==> src/rtl/apb_master_param.sv <==
// APB master with one outstanding transfer, upper-address slave decode and
// an ACCESS-phase timeout. Back-to-back requests go straight from ACCESS to SETUP.
module apb_master_param #(
  parameter int ADDR_WIDTH = 9,
  parameter int DATA_WIDTH = 8,
  parameter int NUM_SLAVES = 2,
  parameter int TIMEOUT    = 16
) (
  input  logic                             PCLK,
  input  logic                             PRESET,
  input  logic                             transfer,
  input  logic                             READ_WRITE,
  input  logic [ADDR_WIDTH-1:0]            apb_write_paddr,
  input  logic [DATA_WIDTH-1:0]            apb_write_data,
  input  logic [ADDR_WIDTH-1:0]            apb_read_paddr,
  output logic [DATA_WIDTH-1:0]            apb_read_data_out,
  output logic                             PSLVERR,
  output logic                             xfer_done,
  output logic [NUM_SLAVES-1:0]            PSEL_o,
  output logic                             PENABLE_o,
  output logic                             PWRITE_o,
  output logic [ADDR_WIDTH-1:0]            PADDR_o,
  output logic [DATA_WIDTH-1:0]            PWDATA_o,
  input  logic [NUM_SLAVES*DATA_WIDTH-1:0] PRDATA_i,
  input  logic [NUM_SLAVES-1:0]            PREADY_i,
  input  logic [NUM_SLAVES-1:0]            PSLVERR_i
);

  localparam int SEL_W = $clog2(NUM_SLAVES);
  localparam int CNT_W = $clog2(TIMEOUT);
  localparam logic [CNT_W-1:0] CNT_LAST = CNT_W'(TIMEOUT - 1);
  localparam logic [NUM_SLAVES-1:0] SEL_ONE = NUM_SLAVES'(1);

  typedef enum logic [1:0] {
    ST_IDLE   = 2'd0,
    ST_SETUP  = 2'd1,
    ST_ACCESS = 2'd2
  } state_t;

  state_t                r_state;
  logic                  r_read;
  logic [CNT_W-1:0]      r_cnt;

  logic [ADDR_WIDTH-1:0] w_req_addr;
  logic [NUM_SLAVES-1:0] w_req_psel;
  logic [SEL_W-1:0]      w_sel;
  logic                  w_ready;
  logic                  w_err;
  logic [DATA_WIDTH-1:0] w_rdata;
  logic [DATA_WIDTH-1:0] w_prdata [NUM_SLAVES];

  for (genvar g = 0; g < NUM_SLAVES; g++) begin : g_rdata_split
    assign w_prdata[g] = PRDATA_i[g*DATA_WIDTH +: DATA_WIDTH];
  end

  // Request decode from the live inputs, and response mux from the slave held on PADDR_o.
  always_comb begin
    w_req_addr = READ_WRITE ? apb_read_paddr : apb_write_paddr;
    w_req_psel = SEL_ONE << w_req_addr[ADDR_WIDTH-1 -: SEL_W];
    w_sel      = PADDR_o[ADDR_WIDTH-1 -: SEL_W];
    w_ready    = PREADY_i[w_sel];
    w_err      = PSLVERR_i[w_sel];
    w_rdata    = w_prdata[w_sel];
  end

  // Transfer FSM with all bus and status outputs registered.
  always_ff @(posedge PCLK or posedge PRESET) begin
    if (PRESET) begin
      r_state           <= ST_IDLE;
      r_read            <= 1'b0;
      r_cnt             <= {CNT_W{1'b0}};
      apb_read_data_out <= {DATA_WIDTH{1'b0}};
      PSLVERR           <= 1'b0;
      xfer_done         <= 1'b0;
      PSEL_o            <= {NUM_SLAVES{1'b0}};
      PENABLE_o         <= 1'b0;
      PWRITE_o          <= 1'b0;
      PADDR_o           <= {ADDR_WIDTH{1'b0}};
      PWDATA_o          <= {DATA_WIDTH{1'b0}};
    end else begin
      xfer_done <= 1'b0;
      case (r_state)
        ST_IDLE: begin
          if (transfer) begin
            r_state   <= ST_SETUP;
            r_read    <= READ_WRITE;
            r_cnt     <= {CNT_W{1'b0}};
            PSEL_o    <= w_req_psel;
            PENABLE_o <= 1'b0;
            PWRITE_o  <= ~READ_WRITE;
            PADDR_o   <= w_req_addr;
            PWDATA_o  <= apb_write_data;
          end else begin
            r_state <= ST_IDLE;
          end
        end
        ST_SETUP: begin
          r_state   <= ST_ACCESS;
          PENABLE_o <= 1'b1;
        end
        ST_ACCESS: begin
          // Ready wins over the timeout when both land on the same cycle.
          if (w_ready) begin
            xfer_done <= 1'b1;
            PSLVERR   <= w_err;
            if (r_read) begin
              apb_read_data_out <= w_err ? {DATA_WIDTH{1'b0}} : w_rdata;
            end
            if (transfer) begin
              r_state   <= ST_SETUP;
              r_read    <= READ_WRITE;
              r_cnt     <= {CNT_W{1'b0}};
              PSEL_o    <= w_req_psel;
              PENABLE_o <= 1'b0;
              PWRITE_o  <= ~READ_WRITE;
              PADDR_o   <= w_req_addr;
              PWDATA_o  <= apb_write_data;
            end else begin
              r_state   <= ST_IDLE;
              PSEL_o    <= {NUM_SLAVES{1'b0}};
              PENABLE_o <= 1'b0;
              PWRITE_o  <= 1'b0;
              PADDR_o   <= {ADDR_WIDTH{1'b0}};
              PWDATA_o  <= {DATA_WIDTH{1'b0}};
            end
          end else if (r_cnt == CNT_LAST) begin
            xfer_done <= 1'b1;
            PSLVERR   <= 1'b1;
            if (r_read) begin
              apb_read_data_out <= {DATA_WIDTH{1'b0}};
            end
            r_state   <= ST_IDLE;
            PSEL_o    <= {NUM_SLAVES{1'b0}};
            PENABLE_o <= 1'b0;
            PWRITE_o  <= 1'b0;
            PADDR_o   <= {ADDR_WIDTH{1'b0}};
            PWDATA_o  <= {DATA_WIDTH{1'b0}};
          end else begin
            r_cnt <= r_cnt + CNT_W'(1);
          end
        end
        default: begin
          r_state   <= ST_IDLE;
          PSEL_o    <= {NUM_SLAVES{1'b0}};
          PENABLE_o <= 1'b0;
          PWRITE_o  <= 1'b0;
          PADDR_o   <= {ADDR_WIDTH{1'b0}};
          PWDATA_o  <= {DATA_WIDTH{1'b0}};
        end
      endcase
    end
  end

endmodule

==> config.mk <==
export PLATFORM = sky130hd
export DESIGN_NAME = apb_master_param
export DESIGN_NICKNAME = d
export VERILOG_FILES = /design/src/rtl/apb_master_param.sv
export SDC_FILE = /design/constraint.sdc
export NUM_CORES = 1
export LEC_CHECK = 0
export ABC_CLOCK_PERIOD_IN_PS = 1500
export CAP_MARGIN = 20
export CORE_UTILIZATION = 38
export CTS_BUF_LIST = sky130_fd_sc_hd__clkbuf_4
export DETAILED_ROUTE_END_ITERATION = 10
export HOLD_SLACK_MARGIN = 0.05
export PLACE_DENSITY = 0.78
export SLEW_MARGIN = 20
export SYNTH_ARGS = -nofsm -noshare
export SYNTH_HDL_FRONTEND = slang
export SYNTH_SLANG_ARGS = --single-unit
==> constraint.sdc <==
create_clock -name PCLK -period 1.5 [get_ports PCLK]
set_input_delay 0.225 -clock PCLK [delete_from_list [all_inputs] [get_ports PCLK]]
set_output_delay 0.225 -clock PCLK [all_outputs]
set_load 0.01 [all_outputs]
# Word-level counts from Yosys, hierarchy flattened
# Index checks and enable logic that the tools add are counted.
[classes]
add_sub_neg = 1
n_mul = 0
div = 0
magnitude_cmp = 2
n_eq_ne = 9
shifts = 1
muxes = 51
bitwise_logic = 3
reduce_logical = 9
[ops]
columns = ["operator", "count"]
rows = [
  ["$mux W8", 12],
  ["$mux W9", 5],
  ["$pmux W9 S3", 1],
  ["$pmux W8 S3", 1],
  ["$mux W1", 18],
  ["$mux W4", 3],
  ["$pmux W2 S3", 2],
  ["$mux W2", 5],
  ["$ne A2 B2 Y1 const B", 4],
  ["$pmux W4 S2", 1],
  ["$reduce_and A2 Y1", 4],
  ["$ne A3 B3 Y1 const B", 2],
  ["$pmux W1 S3", 2],
  ["$add A4 B1 Y4 const B", 1],
  ["$eq A4 B4 Y1 const B", 1],
  ["$reduce_and A4 Y1", 1],
  ["$reduce_bool A2 Y1", 2],
  ["$reduce_and A3 Y1", 1],
  ["$eq A2 B1 Y1 const B", 1],
  ["$eq A2 B2 Y1 const B", 1],
  ["$ge A2 B2 Y1 const B", 1],
  ["$logic_not A2 Y1", 1],
  ["$lt A1 B2 Y1 const B", 1],
  ["$not A1 Y1", 2],
  ["other kinds (3)", 3],
]
[totals]
reg_bits = 38
latchBits = 0
mem_bits_rw = 0
mem_bits_ro = 0
input_bits = 50
output_inout_bits = 31
wordCells = 87
memories = 0

# Longest topological paths before layout
[depth]
ltp_word = 7
depth_mapped = 6
ltp_nobuf = 5

# Worst setup path after synthesis
# No wires, ideal clock.
[synth_timing]
path_kind = "register to register"
startpoint = "reg PADDR_o[8]"
endpoint = "reg PWDATA_o[0]"
setup_ns = 0.121
t_arrival_ns = 1.374
required_time_ns = 1.379
slack_ns = 0.005
path_stages_with_launch = 6
path_buffers = 1
synth_period_minus_slack_ns = 1.495
path_cell_list = "dfrtp_1 mux2_4 o21ai_4 inv_2 buf_6 a22o_1"
[synth_between]
elab_chain_cells = 4
word_cells_on_any_way = 6
classes_between = "1 x eq/ne; 4 x mux; 1 x reduce/logical"
[synth_rtl]
columns = ["element", "line_no", "text"]
rows = [
  ["from (decl)", "22", "output logic [ADDR_WIDTH-1:0] PADDR_o,"],
  ["from (signal assigned)", "78", "PADDR_o <= {ADDR_WIDTH{1'b0}};"],
  ["from (signal assigned)", "91", "PADDR_o <= w_req_addr;"],
  ["from (signal assigned)", "116", "PADDR_o <= w_req_addr;"],
  ["$mux W1 (not written as such) * (2 in a row)", "61", "w_ready = PREADY_i[w_sel];"],
  ["$ne A3 B3 Y1 (no source line) / $mux W8 (equally long branches)", "n/a", ""],
  ["$reduce_and A3 Y1 (no source line) / $pmux W8 S3 (equally long branches)", "n/a", ""],
  ["to (signal assigned)", "79", "PWDATA_o <= {DATA_WIDTH{1'b0}};"],
  ["to (signal assigned)", "92", "PWDATA_o <= apb_write_data;"],
  ["to (signal assigned)", "117", "PWDATA_o <= apb_write_data;"],
  ["to (decl)", "23", "output logic [DATA_WIDTH-1:0] PWDATA_o,"],
]
# Mark *: on every way between the ends. The rest lies on a longest branch, timed or not. The select of a mux whose other input is x is not followed.
# A chain may end at the register's enable or synchronous reset.

# Final worst setup path
[layout_timing]
startpoint = "reg PADDR_o[8]"
endpoint = "reg r_cnt[3]"
[layout_between]
elab_chain_cells = 4
word_cells_on_any_way = 6
classes_between = "1 x eq/ne; 4 x mux; 1 x reduce/logical"
[layout_rtl]
columns = ["element", "line_no", "text"]
rows = [
  ["$mux W1 (not written as such) * (2 in a row)", "61", ""],
  ["$mux W4 / $ne A3 B3 Y1 (equally long branches)", "n/a", ""],
  ["$pmux W4 S2 / $reduce_and A2 Y1 (equally long branches)", "n/a", ""],
  ["to (signal assigned)", "71", "r_cnt <= {CNT_W{1'b0}};"],
  ["to (signal assigned)", "87", "r_cnt <= {CNT_W{1'b0}};"],
  ["to (signal assigned)", "112", "r_cnt <= {CNT_W{1'b0}};"],
  ["to (decl)", "42", "logic [CNT_W-1:0] r_cnt;"],
]
# Marks and branches as above.

==> impl_metrics.toml <==
[status]
status = "finished with violations"
violations = "setup timing"

[yosys]
async_flop_share_pct = 100
synth_compound_area_share_pct = 20.3
synth_mux_area_share_pct = 11.7
synthTopCellsByArea = "dfrtp_1, mux2i_1, o2bb2ai_1, a22o_1, nand3_1"
ys.warnings.count = 0
synthXorXnorAreaFrac_pct = 0
synth_top_family_by_area = "compound AO/OA/AOI/OAI gates"
seq_area_frac_synth_pct = 55.6
synthAdderAreaFrac_pct = 0.751
ys_ff_latch = 37
synth_top_area_cell = "dfrtp_1"
synth_top_area_share_pct = 55.6
synth_ff_type = "dfrtp_1"
yosys.area_share.simple_pct = 7.29
yosysMostFrequentCell = "dfrtp_1"
avgSynthCellArea_um2 = 12.6
synthesis.nets = 183
synth-edff-count = 0
netlist_area_um2 = 1670
synth_cell_types = 26
synthTopCellsByCount = "dfrtp_1, o2bb2ai_1, mux2i_1"
synthCells = 132

[die]
die-width_um = 68.2
initial_core_util_pct = 40.5
core_area_um2 = 4120
placementRows = 23
dieArea_um2 = 4650
die_h_um = 68.2
ios = 81

[cts]
holdBufCountCts = 0
cts.sinks = 37
cts_buffers = 5
cts_root_buf = "clkbuf_4"
clk_pin_slew_ps = 100
insertion_delay_ps = 340
clockBufferDepth = 2
cts_tree = "yes"
htreeDepth = 2

[route]
via_count = 1407
drt.antenna.violating_nets = 0
drtPass1Iterations = 4
wl_per_cell_um = 16.6
viasPerCell = 5.12
routed_wirelength_um = 4560
drtIter0Drc = 69
drc = 0

[final_layout]
seqCellArea_um2 = 927
syn2layout_area_growth_pct = 64.2
num-nets-final = 277
drive_gt1_share_pct = 12.9
instances_no_fill = 275
fillCellCount = 310
antenna_cells = 0
multiInputGateArea_um2 = 682
post-route-util_pct = 66.4

[setup_path]
reg2regPathDepth = 6
slowest_delay_ps = 420
cpLargestDelayFamily = "flip-flops"
arrival_ps = 1820
r2r_setup_slack_ps = -40
critPathRequiredTime_ps = 1780
rr_endpoint = "r_cnt[3]"
crit_chain = "buf_4, mux2_4, o21ai_4, buf_6, o211ai_1, nand3_1"
crit_path_end_kind = "register"
worstPathMaxFanout = 14
cp.buffers_inverters = 2
criticalPathCategory = "reg2reg"
crit_start = "PADDR_o[8]"
r2r_start = "PADDR_o[8]"
start_kind = "register"
critPathSlowestCell = "dfrtp_2"

[power_and_ir_drop]
p_sw_share_pct = 35.1
p_int_uw = 2740
p_clk_share_pct = 11.0
switching_power_uw = 1480
p_leak_uw = 0.00148
seqPwrFrac_pct = 39.1
p_total_uw = 4210
power_frac_comb_pct = 49.9
power.density_nw_per_um2 = 1540
ir_worst_vdd_mv = 0.820

[place]
dp.cells = 265
io_buffers = 80
gp_routability_congestion = 0.686
hpwl_um = 3360

[sta]
setup_ws_ps = -41.8
tightest_slew_ps = 264
fin_worst_skew_ps = 7.18
max_freq_mhz = 649
hold_viol_final = 0
slew_headroom_pct = 81.9
finalCriticalPeriod_ps = 1540
rsz0062_at_grt = "yes"
drv_slew = 0
setup_violations = 12
min_period_over_period_pct = 103

[global_route]
grt-ovfl-total = 0
antenna_found_initial = 0
track_usage_pct = 20.2
grt_max_degree = 38
grt_pass1_wl_um = 6710
grt_pass1_vias = 1421

[min_path]
hp-class = "in2async"

[job]
drv_cap = 0
## sequential cells by signal, summed over array words and instances (netlist names)
signal and flops:
PSLVERR 1, r_state 2, xfer_done 1, PSEL_o 1, PWRITE_o 1, PADDR_o 9, PWDATA_o 8, PENABLE_o 1
apb_read_data_out 8, r_read 1, r_cnt 4
## worst max-delay path by stage
| stage | cells after the start | slack [ps] | to |
|---|---|---|---|
| floorplan | 5 | 5 | PWDATA_o[0] |
| global placement | 6 | -80 | r_cnt[3] |
| detailed placement | 5 | -220 | apb_read_data_out[4] |
| CTS | 6 | -50 | r_cnt[3] |
| global route | 6 | -80 | r_cnt[3] |
| finish | 6 | -40 | r_cnt[3] |
## metal layers
metal  vias to the layer above  share of wire [%]  track usage (%)  wire (um)
li1                        675                  -                -          -
met1                       688                 42             24.9       1900
met2                        37                 54             35.4       2440
met3                         7                3.1             2.50        143
met4                         0                1.5             7.81         68
met5                         -                  0                0          0
## cell type report
| class | count | share of cell area (%) |
|---|---|---|
| Timing Repair Buffer | 93 | 36.2 |
| Sequential cell | 37 | 33.9 |
| Multi-Input combinational cell | 82 | 24.9 |
| Tap cell | 50 | 2.29 |
| Clock buffer | 5 | 1.37 |
| Inverter | 7 | 1.05 |
| Clock inverter | 1 | 0.183 |
## logic make-up after synthesis
| kind of cell | after synthesis |
|---|---|
| AOI/OAI and AO/OA | 40 |
| DFF | 37 |
| and+or+nand+nor | 22 |
| muxes | 19 |
| buffers and inverters | 13 |
| adders and majority gates | 1 |
## worst min-delay path: stages
cell and delay [ps]:
clkdlybuf4s50_1 400, inv_1 90, buf_12 220
## placed cells by master (no fill, tap or decap), types with 2 or more instances in the layout
master	synthesis	layout
mux2i_1	18	18
clkdlybuf4s50_1	0	52
dfrtp_1	37	36
nor2b_1	3	3
inv_1	6	6
buf_4	2	8
nand3_1	7	6
dlymetal6s2s_1	0	22
o21ai_4	2	2
o21ai_0	6	6
clkbuf_4	0	5
nand3_2	2	3
dlygate4sd2_1	0	6
a22o_1	9	9
nand2_1	6	6
buf_6	2	2
buf_12	0	3
o2bb2ai_1	19	19
## power by group through the flow
stage | combinational (uW) | sequential (uW) | clock (uW)
3_5_place_dp | 2110 | 1680 | 0
4_1_cts | 2130 | 1660 | 485
5_1_grt | 2250 | 1700 | 522
3_3_place_gp | 2050 | 1660 | 0
2_1_floorplan | 814 | 1820 | 0
6_report | 2100 | 1650 | 465
## per-stage QoR
| stage | hold slack [ps] | TNS, ps | setup WS, ps | cell area (um2) |
|---|---|---|---|---|
| floorplan | 365 | 0 | 4.91 | 1670 |
| global placement | 474 | -2090 | -82.6 | 2590 |
| detailed placement | 478 | -3700 | -225 | 2590 |
| CTS | 236 | -237 | -48.7 | 2640 |
| global route | 253 | -1030 | -82.6 | 2730 |
| finish | 235 | -311 | -41.8 | 2730 |
## repair_timing
item	4_1_cts	5_1_grt
endpoints found under the setup margin	15	53
cloned	0	0
setup buffers	2	2
resized for setup	8	27
Note: power is estimated with default switching activity, not from simulation.
